==> config.mk <==
export PLATFORM = sky130hd
export DESIGN_NAME = mem_access_ctrl
export DESIGN_NICKNAME = d
export VERILOG_FILES = /design/src/rtl/mem_access_ctrl_pkg.sv /design/src/rtl/mem_access_ctrl_treatload.sv /design/src/rtl/mem_access_ctrl.sv
export SDC_FILE = /design/constraint.sdc
export NUM_CORES = 1
export LEC_CHECK = 0
export BUFFER_PORTS_ARGS = -buffer_cell sky130_fd_sc_hd__buf_2
export CORE_MARGIN = 2
export CORE_UTILIZATION = 48
export CTS_CLUSTER_SIZE = 20
export DETAILED_ROUTE_END_ITERATION = 16
export HOLD_SLACK_MARGIN = 0.1
export PLACE_DENSITY = 0.91
export SLEW_MARGIN = 25
export SYNTH_ARGS = -nofsm -noshare
export SYNTH_HDL_FRONTEND = slang
export SYNTH_SLANG_ARGS = --single-unit
==> constraint.sdc <==
create_clock -name mac_i_clk -period 3.89 [get_ports mac_i_clk]
set_clock_uncertainty 0.05 [all_clocks]
set_input_delay 0.5835 -clock mac_i_clk [delete_from_list [all_inputs] [get_ports mac_i_clk]]
set_output_delay 0.5835 -clock mac_i_clk [all_outputs]
set_load 0.005 [all_outputs]
==> src/rtl/mem_access_ctrl_pkg.sv <==
// Shared header for the MEM-stage access controller: data width, MIPS load/store
// opcodes, FSM state encoding and small opcode-classification helpers.
package mem_access_ctrl_pkg;

  localparam int DWIDTH       = 32;
  localparam int OPCODE_WIDTH = 6;

  localparam logic [OPCODE_WIDTH-1:0] OP_LB  = 6'h20;
  localparam logic [OPCODE_WIDTH-1:0] OP_LH  = 6'h21;
  localparam logic [OPCODE_WIDTH-1:0] OP_LW  = 6'h23;
  localparam logic [OPCODE_WIDTH-1:0] OP_LBU = 6'h24;
  localparam logic [OPCODE_WIDTH-1:0] OP_LHU = 6'h25;
  localparam logic [OPCODE_WIDTH-1:0] OP_SB  = 6'h28;
  localparam logic [OPCODE_WIDTH-1:0] OP_SH  = 6'h29;
  localparam logic [OPCODE_WIDTH-1:0] OP_SW  = 6'h2B;

  typedef enum logic [1:0] {
    ST_IDLE = 2'd0,
    ST_BUSY = 2'd1,
    ST_DONE = 2'd2
  } state_t;

  function automatic logic is_load(input logic [OPCODE_WIDTH-1:0] op);
    return (op == OP_LB) || (op == OP_LH) || (op == OP_LW) ||
           (op == OP_LBU) || (op == OP_LHU);
  endfunction

  function automatic logic is_store(input logic [OPCODE_WIDTH-1:0] op);
    return (op == OP_SB) || (op == OP_SH) || (op == OP_SW);
  endfunction

  function automatic logic is_half(input logic [OPCODE_WIDTH-1:0] op);
    return (op == OP_LH) || (op == OP_LHU) || (op == OP_SH);
  endfunction

  function automatic logic is_word(input logic [OPCODE_WIDTH-1:0] op);
    return (op == OP_LW) || (op == OP_SW);
  endfunction

endpackage

==> src/rtl/mem_access_ctrl_treatload.sv <==
// Load extension: takes the lane-shifted read word and sign/zero-extends it
// according to the load opcode. Anything that is not a load yields 0.
module mem_access_ctrl_treatload
  import mem_access_ctrl_pkg::*;
(
  input  logic [OPCODE_WIDTH-1:0] opcode,
  input  logic [DWIDTH-1:0]       word,
  output logic [DWIDTH-1:0]       result
);

  // NOTE: every output of a combinational block gets a default first, so no
  // path through the case can leave it unassigned and infer a latch.
  always_comb begin
    result = '0;
    unique case (opcode)
      OP_LB:   result = {{24{word[7]}}, word[7:0]};
      OP_LBU:  result = {24'd0, word[7:0]};
      OP_LH:   result = {{16{word[15]}}, word[15:0]};
      OP_LHU:  result = {16'd0, word[15:0]};
      OP_LW:   result = word;
      default: result = '0;
    endcase
  end

endmodule

==> src/rtl/mem_access_ctrl.sv <==
// MEM-stage data-memory access controller: one req/ack access per load/store,
// pipeline stall while in flight. Optional macro MISALIGN_TRAP_EN enables the
// misalignment trap; without it misaligned half/word addresses are force-aligned.
module mem_access_ctrl
  import mem_access_ctrl_pkg::*;
#(
  parameter int DWIDTH = 32,
  parameter int AWIDTH = 32
) (
  input  logic                    mac_i_clk,
  input  logic                    mac_i_rst,
  input  logic                    mac_i_req,
  input  logic [OPCODE_WIDTH-1:0] mac_i_opcode,
  input  logic [AWIDTH-1:0]       mac_i_addr,
  input  logic [DWIDTH-1:0]       mac_i_wdata,
  output logic                    mac_o_stall,
  output logic [DWIDTH-1:0]       mac_o_rdata,
  output logic                    mac_o_rvalid,
  output logic                    mac_o_misalign,
  output logic                    mac_o_mem_req,
  output logic                    mac_o_mem_we,
  output logic [AWIDTH-1:0]       mac_o_mem_addr,
  output logic [DWIDTH-1:0]       mac_o_mem_wdata,
  output logic [3:0]              mac_o_mem_be,
  input  logic                    mac_i_mem_ack,
  input  logic [DWIDTH-1:0]       mac_i_mem_rdata
);

  state_t                  state_q, state_d;
  logic                    mem_op, misaligned, latch;
  logic [1:0]              lane_n, lane_q;
  logic [3:0]              be_n;
  logic [DWIDTH-1:0]       wdata_n, shifted, load_ext, rdata_q;
  logic [OPCODE_WIDTH-1:0] op_q;

  assign mem_op = is_load(mac_i_opcode) || is_store(mac_i_opcode);

`ifdef MISALIGN_TRAP_EN
  assign misaligned = (is_half(mac_i_opcode) && mac_i_addr[0]) ||
                      (is_word(mac_i_opcode) && (mac_i_addr[1:0] != 2'b00));
`else
  assign misaligned = 1'b0;
`endif

  // State register; reset abandons any in-flight access.
  // NOTE: sequential state uses non-blocking assignments so every flop samples
  // pre-edge values regardless of block ordering.
  always_ff @(posedge mac_i_clk or posedge mac_i_rst) begin
    if (mac_i_rst) state_q <= ST_IDLE;
    else           state_q <= state_d;
  end

  always_comb begin
    state_d     = state_q;
    mac_o_stall = 1'b0;
    latch       = 1'b0;
    unique case (state_q)
      ST_IDLE: begin
        if (mac_i_req && mem_op) begin
          mac_o_stall = 1'b1;
          latch       = 1'b1;
          state_d     = misaligned ? ST_DONE : ST_BUSY;
        end
      end
      ST_BUSY: begin
        mac_o_stall = 1'b1;
        if (mac_i_mem_ack) state_d = ST_DONE;
      end
      // The same instruction is still in MEM here, so its req is not re-taken.
      ST_DONE: state_d = ST_IDLE;
      default: state_d = ST_IDLE;
    endcase
  end

  // Lane selection with forced alignment, byte enables and store replication.
  always_comb begin
    lane_n  = mac_i_addr[1:0];
    be_n    = 4'hF;
    wdata_n = '0;
    if (is_half(mac_i_opcode)) lane_n[0] = 1'b0;
    if (is_word(mac_i_opcode)) lane_n    = 2'b00;
    unique case (mac_i_opcode)
      OP_SB: begin
        wdata_n = {4{mac_i_wdata[7:0]}};
        be_n    = 4'b0001 << lane_n;
      end
      OP_SH: begin
        wdata_n = {2{mac_i_wdata[15:0]}};
        be_n    = 4'b0011 << {lane_n[1], 1'b0};
      end
      OP_SW:   wdata_n = mac_i_wdata;
      default: wdata_n = '0;
    endcase
  end

  assign shifted = mac_i_mem_rdata >> {lane_q, 3'b000};

  mem_access_ctrl_treatload u_treatload (
    .opcode (op_q),
    .word   (shifted),
    .result (load_ext)
  );

  always_ff @(posedge mac_i_clk or posedge mac_i_rst) begin
    if (mac_i_rst) begin
      op_q            <= '0;
      lane_q          <= '0;
      mac_o_mem_we    <= 1'b0;
      mac_o_mem_addr  <= '0;
      mac_o_mem_wdata <= '0;
      mac_o_mem_be    <= '0;
      rdata_q         <= '0;
    end else begin
      if (latch) begin
        op_q            <= mac_i_opcode;
        lane_q          <= lane_n;
        mac_o_mem_we    <= is_store(mac_i_opcode);
        mac_o_mem_addr  <= {mac_i_addr[AWIDTH-1:2], 2'b00};
        mac_o_mem_wdata <= wdata_n;
        mac_o_mem_be    <= be_n;
        if (misaligned) rdata_q <= '0;
      end
      if (state_q == ST_BUSY && mac_i_mem_ack)
        rdata_q <= mac_o_mem_we ? '0 : load_ext;
    end
  end

`ifdef MISALIGN_TRAP_EN
  logic misalign_q;

  always_ff @(posedge mac_i_clk or posedge mac_i_rst) begin
    if (mac_i_rst)  misalign_q <= 1'b0;
    else if (latch) misalign_q <= misaligned;
  end

  assign mac_o_misalign = (state_q == ST_DONE) && misalign_q;
`else
  assign mac_o_misalign = 1'b0;
`endif

  assign mac_o_mem_req = (state_q == ST_BUSY);
  assign mac_o_rvalid  = (state_q == ST_DONE);
  assign mac_o_rdata   = rdata_q;

endmodule
# Word-level counts from Yosys, hierarchy flattened
# Cells that the tools add are included.
# totals
register_bits	109
input_bits	106
out_inout_bits	105
elab_cells	54
# op_classes
n_eq_ne	17
n_shift	3
mux	12
n_reduce_logical	14
# op_table
cell	count
one-hot mux 32 bit (5 select lines)	1
one-hot mux 32 bit (3 select lines)	1
equality test 6 bit, second input constant	13
2-to-1 mux 32 bit	1
right shift 32 x 5 -> 32 bit	1
logical OR 1 bit	10
one-hot mux 4 bit (2 select lines)	1
2-to-1 mux 2 bit	3
one-hot mux 2 bit (2 select lines)	1
left shift 1 x 2 -> 4 bit, first input constant	1
left shift 2 x 2 -> 4 bit, first input constant	1
2-to-1 mux 1 bit	3
equality test 2 x 1 -> 1 bit, second input constant	1
equality test 2 bit, second input constant	1
logical AND 1 bit	2
zero test 2 bit	1
!= test 2 x 1 -> 1 bit, second input constant	1
!= test 2 bit, second input constant	1
one-hot mux 1 bit (2 select lines)	1
AND reduction 2 bit	1

# Depth between registers and ports, before layout
# depth
ltp_word	9
ltp_mapped	7
mapped_depth_nobuf	7

# Modules after synthesis
# From an unflattened synthesis, not the netlist that was laid out.
# unflattened
cells_unflattened	563
hier_area_um2	5559.1
# modules_own_cells
mod	n_inst	cells_each	area_each_um2	seq_area_each_um2
mem_access_ctrl	1	518	5173.7	2727.6
mem_access_ctrl_treatload	1	45	385.4	0.0

# Worst setup path before layout
# No wires, ideal clock.
# synth_timing
path_kind	in2out
from	input port mac_i_opcode[0]
to	output port mac_o_stall
arrival_time_ps	1463
required_time_ps	3257
slack_ps	1793
path_stages	5
n_path_buf	2
cell_sequence	nor2b_1 > o211ai_2 > buf_2 > buf_2 > nand2_1
# synth_via
elab_chain_len	9
word_cells_on_any_way	18
cone_classes	eq/ne: 8; mux: 2; reduce/logical: 8
# synth_rtl
item	line_no	rtl
from (decl)	mem_access_ctrl.sv:13	input logic [OPCODE_WIDTH-1:0] mac_i_opcode,
equality test 6 bit	mem_access_ctrl_pkg.sv:24	return (op == OP_LB) || (op == OP_LH) || (op == OP_LW) ||
logical OR 1 bit (3 in series)	mem_access_ctrl_pkg.sv:24	
logical OR 1 bit	mem_access_ctrl_pkg.sv:25	(op == OP_LBU) || (op == OP_LHU);
logical OR 1 bit *	mem_access_ctrl.sv:36	assign mem_op = is_load(mac_i_opcode) || is_store(mac_i_opcode);
logical AND 1 bit *	mem_access_ctrl.sv:59	if (mac_i_req && mem_op) begin
2-to-1 mux 1 bit *	mem_access_ctrl.sv:59	
one-hot mux 1 bit (2 select lines) *	mem_access_ctrl.sv:57	unique case (state_q)
to (decl)	mem_access_ctrl.sv:16	output logic mac_o_stall,
# Mark *: on every way between the ends. The rest lies on a longest branch, timed or not.

# Worst setup path after layout
# layout_timing
from	register lane_q[0]
to	register rdata_q[22], in the netlist mac_o_rdata[22]
# layout_via
elab_chain_len	3
# layout_rtl
item	line_no	rtl
from (decl)	mem_access_ctrl.sv:31	logic [1:0] lane_n, lane_q;
from (signal assigned)	mem_access_ctrl.sv:116	lane_q <= lane_n;
right shift 32 x 5 -> 32 bit	mem_access_ctrl.sv:96	assign shifted = mac_i_mem_rdata >> {lane_q, 3'b000};
one-hot mux 32 bit (5 select lines)	mem_access_ctrl_treatload.sv:15	unique case (opcode)
2-to-1 mux 32 bit	mem_access_ctrl.sv:124	rdata_q <= mac_o_mem_we ? '0 : load_ext;
to (signal assigned)	mem_access_ctrl.sv:124	
to (decl)	mem_access_ctrl.sv:33	logic [DWIDTH-1:0] wdata_n, shifted, load_ext, rdata_q;
# No other way between the ends.
# A chain may end at the register's enable or synchronous reset.

==> flow_summary.json <==
{
  "drive_above_1_share_pct": 42.6,
  "period_minus_slack_ps": 2420,
  "synthArstFlopShare_pct": 100,
  "holdBufCountCts": 0,
  "maxCapViolCount": 0,
  "yosys_register_bits": 109,
  "path_cells": "nor2b_1 -> a2bb2oi_1 -> a2111o_1 -> o211ai_1",
  "worst_setup_path_end_kind": "flop",
  "synth_warnings": 0,
  "cts_tree": "built",
  "hp-class": "in2async",
  "grt_max_degree": 86,
  "ys_types": 45,
  "path_delay_family": "compound AO/OA/AOI/OAI gates",
  "cts.repair.resized": 0,
  "postPlaceCellArea_um2": 6130,
  "boundaryPins": 211,
  "p_total_mw": 3.04,
  "diodes": 0,
  "clkTransAtPathRegs_ps": 100,
  "synthToLayoutAreaGrowth_pct": 26.1,
  "viasPerCell": 5.56,
  "insertion_delay_ps": 370,
  "nets": 763,
  "grt_pass1_wl_um": 21400,
  "whs_ps": 312,
  "io_buffers": 207,
  "worstSetupPathType": "reg2reg",
  "firstDrtPassIters": 7,
  "drc_errors": 0,
  "r2r_setup_slack_ps": 1470,
  "fin_util_pct": 61.9,
  "max-vdd-ir-drop_v": 0.000228,
  "netlist_area_um2": 5030,
  "clockBufferDepth": 2,
  "syn-mean-instance-area_um2": 10.8,
  "grt_util_all_layers_pct": 24.1,
  "setup_viol": 0,
  "pwr-share-seq_pct": 50.2,
  "switching_power_mw": 0.938,
  "htreeDepth": 3,
  "synth_top_flop_cell": "dfrtp_1",
  "vias": 4439,
  "netlist_instances": 467,
  "ant_nets": 0,
  "seq_area_um2": 2730,
  "switching_share_pct": 30.8,
  "wirelength_um": 13500,
  "rsz0062_at_grt": "false",
  "hold_violations": 0,
  "hpwl_um": 10300,
  "slowest_stage": "dfrtp_2",
  "placed_cells": 782,
  "p_comb_share_pct": 26.3,
  "wl_per_cell_um": 16.9,
  "die_area_um2": 11300,
  "leakage_nw": 3.17,
  "internal-power_mw": 2.10,
  "rows": 37,
  "postLayoutCellArea_um2": 6340,
  "final_cells": 798,
  "cpPeakStageDelay_ps": 660,
  "cts_buffers": 9,
  "die_x_um": 106,
  "cp_data_required_time_ps": 4110,
  "tightest_slew_ps": 764,
  "cts_root_buffer": "clkbuf_8",
  "fmax_mhz": 413,
  "start_kind": "flop",
  "ys_seq_area_share_pct": 54.3,
  "synth_edf_count": 0,
  "cp.arrival_ps": 2640,
  "initial_core_util_pct": 49.1,
  "fin_ws_ps": 1470,
  "dieHeight_um": 106,
  "tns_ps": 0,
  "multi_input_area_um2": 2110,
  "drt-initial-drc-count": 207,
  "overflow": 0,
  "status": "finished, final reports clean",
  "dp_slack_ps": 1210,
  "slew_viol_final": 0,
  "p_per_area_nw_per_um2": 480,
  "relSlewSlack_pct": 49.1,
  "place_congestion": 0.901,
  "fin_crit_sh_pct": 62.3,
  "worst-path-buf-inv": 0,
  "cts_setup_buffers": 0,
  "core-area_um2": 10200,
  "p_clk_share_pct": 23.5,
  "path_max_fanout": 27,
  "antenna_found_initial": 0,
  "clock-sinks": 109,
  "fillers": 805,
  "grt_pass1_vias": 4488
}
[cell families (layout without fill, tap and decap cells)]
family	after synthesis	count (layout)	synth area share, %
and+or+nand+nor	115	115	10.5
muxes	66	66	14.4
buffers and inverters	43	236	4.18
other	1	3	0.0746
DFF	109	109	54.3
AOI/OAI and AO/OA	133	133	16.6
[metal layers]
layer  up-vias  wire, um  share of wire [%]  global-route usage [%]
li1       2033         -                  -                       -
met1      2133      5360                 40                    30.1
met2       233      6560                 49                    40.2
met3        40      1100                8.2                    4.35
met4         0       482                3.6                    11.8
met5         -         0                  0                       0
[sequential cells by signal (all words and copies together) (netlist names)]
register	flops
lane_q	2
mac_o_mem_we	1
mac_o_rdata	32
state_q	2
mac_o_mem_be	4
mac_o_mem_addr	30
mac_o_mem_wdata	32
op_q	6
[worst register-to-register path, stage by stage, from the launching register on]
cell,delay [ps]
dfrtp_2,660
nor2b_1,610
a2bb2oi_1,250
a2111o_1,600
o211ai_1,160
[layout by cell type (no fill, tap or decap), types with 2 or more instances in the layout]
master     Yosys  layout
a21boi_0       2       2
a21oi_1       25      25
a221o_1        8       8
a22oi_1        8       8
buf_2         15     207
buf_4          6       4
clkbuf_8       0      11
clkinv_2       0       2
conb_1         1       3
dfrtp_1      109     108
inv_1          5       4
inv_2          3       3
inv_6          0       2
mux2_2        41      41
mux2i_1       24      24
nand2_1       82      82
nand2b_1       4       4
nand3_1        2       2
nor2_1         2       2
nor2b_1        4       4
nor3_1         9       8
nor3b_1        2       2
o211ai_1       8       8
o21ai_0       39      39
o21ai_1       26      26
o221ai_1       2       2
o2bb2ai_1      8       8
[power groups by stage]
| stage | clock network (mW) | registers [mW] | logic (mW) |
|---|---|---|---|
| finish | 0.716 | 1.53 | 0.801 |
| global route | 0.774 | 1.55 | 0.889 |
| CTS | 0.729 | 1.52 | 0.809 |
| detailed placement | 0 | 1.54 | 0.809 |
| global placement | 0 | 1.52 | 0.770 |
| floorplan | 0 | 1.51 | 0.440 |
[cell type report]
type | instances | share of cell area, %
Multi-Input combinational cell | 317 | 33.3
Clock buffer | 11 | 2.39
Tap cell | 136 | 2.69
Clock inverter | 5 | 0.888
Inverter | 8 | 0.553
Timing Repair Buffer | 212 | 17.1
Sequential cell | 109 | 43.1
[path summary, 6_finish.rpt]
| path | start | endpoint | depth (start not counted) |
|---|---|---|---|
| worst max-delay path | lane_q[0] | mac_o_rdata[22] | 4 |
| worst min-delay path | mac_i_rst | mac_o_mem_addr[14] | 2 |
| worst max register to register | lane_q[0] | mac_o_rdata[22] | 4 |
| worst min register to register | mac_o_mem_wdata[1] | mac_o_mem_wdata[1] | 2 |
| max in group asynchronous | mac_i_rst | op_q[4] | 3 |
| min in group mac_i_clk | mac_i_mem_ack | state_q[0] | 2 |
[Yosys cell counts (2+ instances only)]
| cell type | n | area [um2] |
|---|---|---|
| dfrtp_1 | 109 | 2730 |
| nand2_1 | 82 | 308 |
| mux2_2 | 41 | 462 |
| o21ai_0 | 39 | 195 |
| o21ai_1 | 26 | 130 |
| a21oi_1 | 25 | 125 |
| mux2i_1 | 24 | 240 |
| buf_2 | 15 | 75.1 |
| clkbuf_1 | 12 | 45.0 |
| nor3_1 | 9 | 45.0 |
| a221o_1 | 8 | 80.1 |
| a22oi_1 | 8 | 60.1 |
| o211ai_1 | 8 | 60.1 |
| o2bb2ai_1 | 8 | 70.1 |
| buf_4 | 6 | 45.0 |
| inv_1 | 5 | 18.8 |
| nand2b_1 | 4 | 25.0 |
| nor2b_1 | 4 | 25.0 |
| inv_2 | 3 | 11.3 |
| a21boi_0 | 2 | 15.0 |
| nand3_1 | 2 | 10.0 |
| nor2_1 | 2 | 7.51 |
| nor3b_1 | 2 | 15.0 |
| o221ai_1 | 2 | 17.5 |
No activity file was read; power rests on OpenSTA's default activity.
